`src/rtl/core_management_wishbone_bridge.sv`:
```
// core_management_wishbone_bridge: Wishbone classic slave forwarding single requests to the core management port
module core_management_wishbone_bridge #(
    parameter int TIMEOUT_CYCLES = 255
) (
    input  logic        clk,
    input  logic        rst,
    input  logic        wb_cyc_i,
    input  logic        wb_stb_i,
    input  logic        wb_we_i,
    input  logic [3:0]  wb_sel_i,
    input  logic [23:0] wb_adr_i,
    input  logic [31:0] wb_data_i,
    input  logic        enable,
    output logic        wb_ack_o,
    output logic        wb_error_o,
    output logic [31:0] wb_data_o,
    output logic        wb_management_writeEnable,
    output logic        wb_management_readEnable,
    output logic [3:0]  wb_management_byteSelect,
    output logic [19:0] wb_management_address,
    output logic [31:0] wb_management_writeData,
    input  logic [31:0] wb_management_readData,
    input  logic        wb_management_busy
);
    typedef enum logic [1:0] {IDLE, REQUEST, ACK, ERROR} state_t;
    state_t      state_q, state_d;
    logic [7:0]  cnt_q;
    logic        we_q;
    logic [3:0]  sel_q;
    logic [19:0] adr_q;
    logic [31:0] wdat_q, rdat_q;
    logic        start, limit, unused_adr;
    assign start = wb_cyc_i && wb_stb_i && enable;
    assign limit = cnt_q == 8'(TIMEOUT_CYCLES - 1);
    // Upper address bits belong to the interconnect's region decode
    assign unused_adr = ^wb_adr_i[23:20];
    // State register
    always_ff @(posedge clk) state_q <= rst ? IDLE : state_d;
    // Next state: abort beats acceptance, acceptance beats timeout
    always_comb begin
        state_d = IDLE;
        if (state_q == IDLE)
            state_d = start ? REQUEST : IDLE;
        else if (state_q == REQUEST)
            state_d = !wb_cyc_i ? IDLE : !wb_management_busy ? ACK : limit ? ERROR : REQUEST;
    end
    // Request latches, busy counter and read-data register
    always_ff @(posedge clk) begin
        if (rst) begin
            cnt_q  <= '0;
            we_q   <= 1'b0;
            sel_q  <= '0;
            adr_q  <= '0;
            wdat_q <= '0;
            rdat_q <= '0;
        end else begin
            if (state_q == IDLE && start) begin
                cnt_q  <= '0;
                we_q   <= wb_we_i;
                sel_q  <= wb_sel_i;
                adr_q  <= wb_adr_i[19:0];
                wdat_q <= wb_data_i;
            end
            if (state_q == REQUEST && state_d == REQUEST) cnt_q <= cnt_q + 8'd1;
            if (state_q == REQUEST && state_d == ACK && !we_q) rdat_q <= wb_management_readData;
            if (state_q == REQUEST && state_d == ERROR) rdat_q <= '1;
        end
    end
    // Outputs decoded from registered state only
    always_comb begin
        wb_ack_o                  = state_q == ACK;
        wb_error_o                = state_q == ERROR;
        wb_management_writeEnable = state_q == REQUEST && we_q;
        wb_management_readEnable  = state_q == REQUEST && !we_q;
    end
    assign wb_data_o                = rdat_q;
    assign wb_management_byteSelect = sel_q;
    assign wb_management_address    = adr_q;
    assign wb_management_writeData  = wdat_q;
endmodule
```
`config.mk`:
```
export PLATFORM = sky130hd
export DESIGN_NAME = core_management_wishbone_bridge
export DESIGN_NICKNAME = d
export VERILOG_FILES = /design/src/rtl/core_management_wishbone_bridge.sv
export SDC_FILE = /design/constraint.sdc
export NUM_CORES = 1
export LEC_CHECK = 0
export ABC_AREA = 1
export BUFFER_PORTS_ARGS = -buffer_cell sky130_fd_sc_hd__buf_2
export CELL_PAD_IN_SITES_DETAIL_PLACEMENT = 2
export CELL_PAD_IN_SITES_GLOBAL_PLACEMENT = 2
export CORE_MARGIN = 10
export CORE_UTILIZATION = 25
export DETAILED_ROUTE_END_ITERATION = 10
export PLACE_DENSITY_LB_ADDON = 0.1
export RECOVER_POWER = 50
export REMOVE_ABC_BUFFERS = 1
export SYNTH_ARGS = -nofsm -noshare
export SYNTH_HDL_FRONTEND = slang
export SYNTH_SLANG_ARGS = --single-unit
```
`constraint.sdc`:
```
create_clock -name clk -period 2.9 [get_ports clk]
set_input_delay 0.29 -clock clk [delete_from_list [all_inputs] [get_ports clk]]
set_output_delay 0.29 -clock clk [all_outputs]
set_load 0.03 [all_outputs]
```
# Word-level counts from Yosys, hierarchy flattened

Index checks and enable logic that the tools add are counted.

Add/sub/neg operators: 1
Equal/unequal tests: 7
Mux-type cells: 10
Reductions and logical operators: 13

Operator list:

| cell                                                                   | count |
|---|---|
| 32-bit 2-to-1 mux                                                      | 2 |
| 8-bit 2-to-1 mux                                                       | 2 |
| 2-bit 2-to-1 mux                                                       | 5 |
| 1-bit logical AND                                                      | 9 |
| 8-bit by 1-bit adder with 8-bit output (second input constant)         | 1 |
| 2-bit equality test (second input constant)                            | 4 |
| 8-bit equality test (second input constant)                            | 1 |
| 2-bit by 1-bit equality test with 1-bit output (second input constant) | 2 |
| 2-bit nonzero test                                                     | 2 |
| 2-bit logical NOT                                                      | 1 |
| 1-bit logical NOT                                                      | 1 |
| 1-bit 2-to-1 mux                                                       | 1 |

Bits in registers: 99
Output and inout port bits: 92
Logic and storage cells: 38

# Logic depth before layout (Yosys ltp)

Depth in word-level cells: 11
Mapped depth: 11
Depth with buffers taken out: 10

# Least setup slack after synthesis

No wires, ideal clock.

Path type: register to register
Start: register cnt_q[0]
End: register rdat_q[22] (netlist: wb_data_o[22])
Setup time: 0.110 ns
Arrival: 1.252 ns
Required time: 2.790 ns
Slack: 1.538 ns
Stages on the path, launching flop included: 11
Buffers on the path: 1
Path through: dfxtp_1 -> inv_1 -> ha_1 -> nand2_1 -> nor2_1 -> nand2_2 -> a21oi_4 -> buf_4 -> nand3_1 -> nand2_1 -> nor2_1

Longest elaborated chain between the ends: 10
Elaborated cells on any way between the ends: 13
Those cells by class: eq/ne (3); mux (6); reduce/logical (4)

Ends and longest elaborated chain:

| element                            | line | text |
|---|---|---|
| start: declaration                 | 27   | `logic [7:0] cnt_q;` |
| start signal: assignment           | 64   | `if (state_q == REQUEST && state_d == REQUEST) cnt_q <= cnt_q + 8'd1;` |
| 8-bit equality test (*)            | 34   | `assign limit = cnt_q == 8'(TIMEOUT_CYCLES - 1);` |
| 2-bit 2-to-1 mux (*) (3 in series) | 45   | `state_d = !wb_cyc_i ? IDLE : !wb_management_busy ? ACK : limit ? ERROR : REQUEST;` |
| 2-bit 2-to-1 mux (*)               | 44   | `else if (state_q == REQUEST)` |
| 2-bit 2-to-1 mux (*)               | 42   | `if (state_q == IDLE)` |
| 2-bit equality test                | 65   | `if (state_q == REQUEST && state_d == ACK && !we_q) rdat_q <= wb_management_readData;` |
| 1-bit logical AND (2 in series)    | 65   |  |
| 2-bit nonzero test (no line)       | n/a  |  |
| end signal: assignment             | 65   |  |
| end: declaration                   | 31   | `logic [31:0] wdat_q, rdat_q;` |

Mark *: on every way between the ends. The rest lies on a longest branch, timed or not.
A chain may end at the register's enable or synchronous reset.

# Worst setup path after layout

Start: register state_q[0]
End: register rdat_q[11] (netlist: wb_data_o[11])

Longest elaborated chain between the ends: 7
Elaborated cells on any way between the ends: 11
Those cells by class: eq/ne (3); mux (3); reduce/logical (5)

Ends and longest elaborated chain:

| element                                        | line       | text |
|---|---|---|
| start: declaration                             | 26         | `state_t state_q, state_d;` |
| start signal: assignment                       | 38         | `always_ff @(posedge clk) state_q <= rst ? IDLE : state_d;` |
| 2-bit by 1-bit equality test with 1-bit output | 44, 65, 66 |  |
| 2-bit 2-to-1 mux                               | 44         |  |
| 2-bit 2-to-1 mux                               | 42         |  |
| 2-bit equality test                            | 65         |  |
| 1-bit logical AND (2 in series)                | 65         |  |
| 2-bit nonzero test (no line)                   | n/a        |  |

Several ways; a longest one is shown, not always the timed one.

==> results.py <==
metrics = {
    "status": {
        "status": "complete, no violations",
    },
    "detailed_routing": {
        "vias": 4419,
        "drcViolationCount": 0,
        "drtPass1Iterations": 4,
        "routedWlPerCell_um": 16.2,
        "final_antenna_net_count": 0,
        "first_iter_violations": 92,
        "via_per_inst": 4.39,
        "wirelength_um": 16300,
    },
    "hold_path": {
        "min_path_type": "input port to flip-flop",
    },
    "worst_setup_path": {
        "startpoint_type": "flip-flop",
        "critPathRequiredTime_ns": 3.15,
        "path_max_fanout": 32,
        "cp-end-kind": "flip-flop",
        "crit_type": "flip-flop to flip-flop",
        "cp_data_arrival_time_ns": 2.43,
    },
    "yosys": {
        "synth_top_family_by_area": "simple AND/OR/NAND/NOR gates",
        "ys_warn_count": 0,
        "synthMuxAreaShare": 0,
        "synth_area_sq_mm": 0.00420,
        "synthSimpleGateAreaFrac": 0.315,
        "synth_xor_area_frac": 0.00417,
        "yosysTopAreaCellShare": 0.472,
        "synth_compound_area_frac": 0.0873,
        "synth.area.top_cells": "dfxtp_1 47%, nor2_1 17%, nand2_1 7.8%",
        "synth_cells": 613,
        "syn_area_per_cell_sq_um": 6.85,
        "yosysUniqueCellTypes": 22,
        "synthAdderAreaFrac": 0.00596,
        "synth_seq_cells": 99,
        "ys_seq_area_frac": 0.472,
        "yosysTopAreaCell": "dfxtp_1",
    },
    "finish": {
        "fin_area_sq_mm": 0.00546,
        "syn_to_final_growth_pct": 29.9,
        "drive_above_1_share": 0.167,
        "instances_no_fill": 1007,
        "finalNetCount": 883,
        "layout_commonest_cell": "nor2_1",
        "layout_common_cells": "185 x nor2_1, 99 x dfxtp_1, 94 x buf_2",
    },
    "power": {
        "powerDensity_mw_per_mm2": 557,
        "p_sw_frac": 0.277,
        "switchingPower_mw": 0.841,
        "ir_drop_v": 0.000262,
        "p_int_mw": 2.20,
        "leakage_nw": 2.39,
        "seqPwrFrac": 0.471,
        "clkPwrFrac": 0.402,
        "pwr-share-comb": 0.127,
    },
    "global_routing": {
        "grt_pass1_vias": 4862,
        "antenna_found_initial": 3,
        "grt_start_max_net_pins": 63,
        "grt_pass1_wl_um": 26200,
        "track_usage": 0.146,
        "grt-ovfl-total": 0,
    },
    "sta": {
        "rsz0062_at_grt": "no",
        "setup_viol": 0,
        "relSlewSlack": 0.258,
        "worstMarginPinSlew_ns": 1.11,
        "finalClockSkew_ns": 0.00582,
        "period_needed_ns": 2.18,
        "min_period_over_period": 0.753,
        "finalHoldViolCount": 0,
        "max_freq_mhz": 458,
        "tns_ns": 0,
        "slew_viol_final": 0,
    },
    "run": {
        "maxCapViolations": 0,
    },
    "cts": {
        "cts_tree": "done",
        "numCtsBuffers": 9,
        "cts_setup_buffers": 0,
        "clk_pin_slew_worst_paths_ns": 0.07,
        "cts_resized": 0,
        "insertion_delay_ns": 0.35,
        "root_buffer": "clkbuf_16",
        "ctsLongestPathBuffers": 2,
        "numClockSinks": 99,
        "cts_max_level": 3,
        "cts_hold_buffers": 0,
    },
    "die": {
        "start_util": 0.254,
        "dieHeight_um": 150,
        "die_area_sq_mm": 0.0224,
        "die_w_um": 150,
        "core_area_sq_mm": 0.0165,
        "boundaryPins": 191,
        "num_rows": 47,
    },
    "placement": {
        "place_congestion": 0.710,
        "place_area_sq_mm": 0.00528,
        "numPortBuffers": 186,
        "dp.cells": 991,
        "dp_hpwl_um": 12300,
    },
}
[flip-flops by register name, indices dropped and copies added (netlist names)]
name,flops
state_q,2
cnt_q,8
we_q,1
wb_management_writeData,32
wb_management_address,20
wb_data_o,32
wb_management_byteSelect,4
[cell families (layout without fill, tap and decap cells)]
group           Yosys count  in the layout
compound gates           71             71
xor+xnor                  2              2
flops                    99             99
buf+inv                 114            287
other cells               0              1
fa+ha+maj                 2              2
simple gates            325            325
[worst paths after layout]
| kind | start | endpoint | slack, ns | depth (start not counted) |
|---|---|---|---|---|
| worst max register to register | state_q[0]$_SDFF_PP0_ | wb_data_o[11]$_SDFFE_PP0P_ | 0.72 | 7 |
| worst min-delay path | wb_we_i | we_q$_SDFFE_PP0P_ | 0.19 | 3 |
| worst max-delay path | state_q[0]$_SDFF_PP0_ | wb_data_o[11]$_SDFFE_PP0P_ | 0.72 | 7 |
| worst min register to register | wb_management_writeData[18]$_SDFFE_PP0P_ | wb_management_writeData[18]$_SDFFE_PP0P_ | 0.49 | 2 |
[cell usage after synthesis]
cell type  number
nor2_1        185
nand3b_1        1
nand4_1         2
clkbuf_1       13
inv_2           6
buf_1           3
nand2_2         4
dfxtp_1        99
buf_4           6
inv_1          73
buf_2          10
a21oi_4         1
nand3_4         1
nand2_1        87
nand3_1        42
nor2_4          1
buf_6           3
a21oi_1        10
o21ai_0        60
nand3_2         2
xnor2_1         2
ha_1            2
[layout make-up]
type                            count  area (sq um)
Inverter                           79           297
Tap cell                          220           275
Multi-Input combinational cell    400          1730
Sequential cell                    99          1980
Clock buffer                        9           225
Timing Repair Buffer              193           878
Clock inverter                      6          65.1
Fill cell                        2072         11100
Antenna cell                        1          2.50
[power groups by stage]
stage | registers [mW] | clock network (mW) | logic [mW]
finish | 1.43 | 1.22 | 0.384
global route | 1.44 | 1.34 | 0.430
CTS | 1.43 | 1.27 | 0.411
detailed placement | 1.46 | 0 | 0.409
global placement | 1.46 | 0 | 0.393
floorplan | 1.55 | 0 | 0.136
[through the flow]
step	utilization	power [mW]	setup WS [ns]	hold WS, ns
6_report	0.330	3.04	0.716	0.192
5_1_grt	0.330	3.21	0.486	0.190
4_1_cts	0.337	3.11	0.754	0.181
3_5_place_dp	0.320	1.87	0.757	0.469
3_3_place_gp	0.320	1.85	0.789	0.457
2_1_floorplan	-	1.69	0.706	0.359
[worst max-delay path: stages, from the launching register on]
cell,delay [ns]
dfxtp_1,0.43
nor2_1,0.06
nand2_1,0.27
nand3_2,0.54
nand3_4,0.54
nand2_1,0.12
inv_1,0.08
nor2_1,0.04
[routing by layer]
layer,GRT usage,vias up,share of wire
met5,0,-,0
met4,0.0505,0,0.015
met3,0.0531,15,0.076
met2,0.266,106,0.52
met1,0.151,2097,0.39
li1,-,2201,-
(Power assumes the default switching activity.)
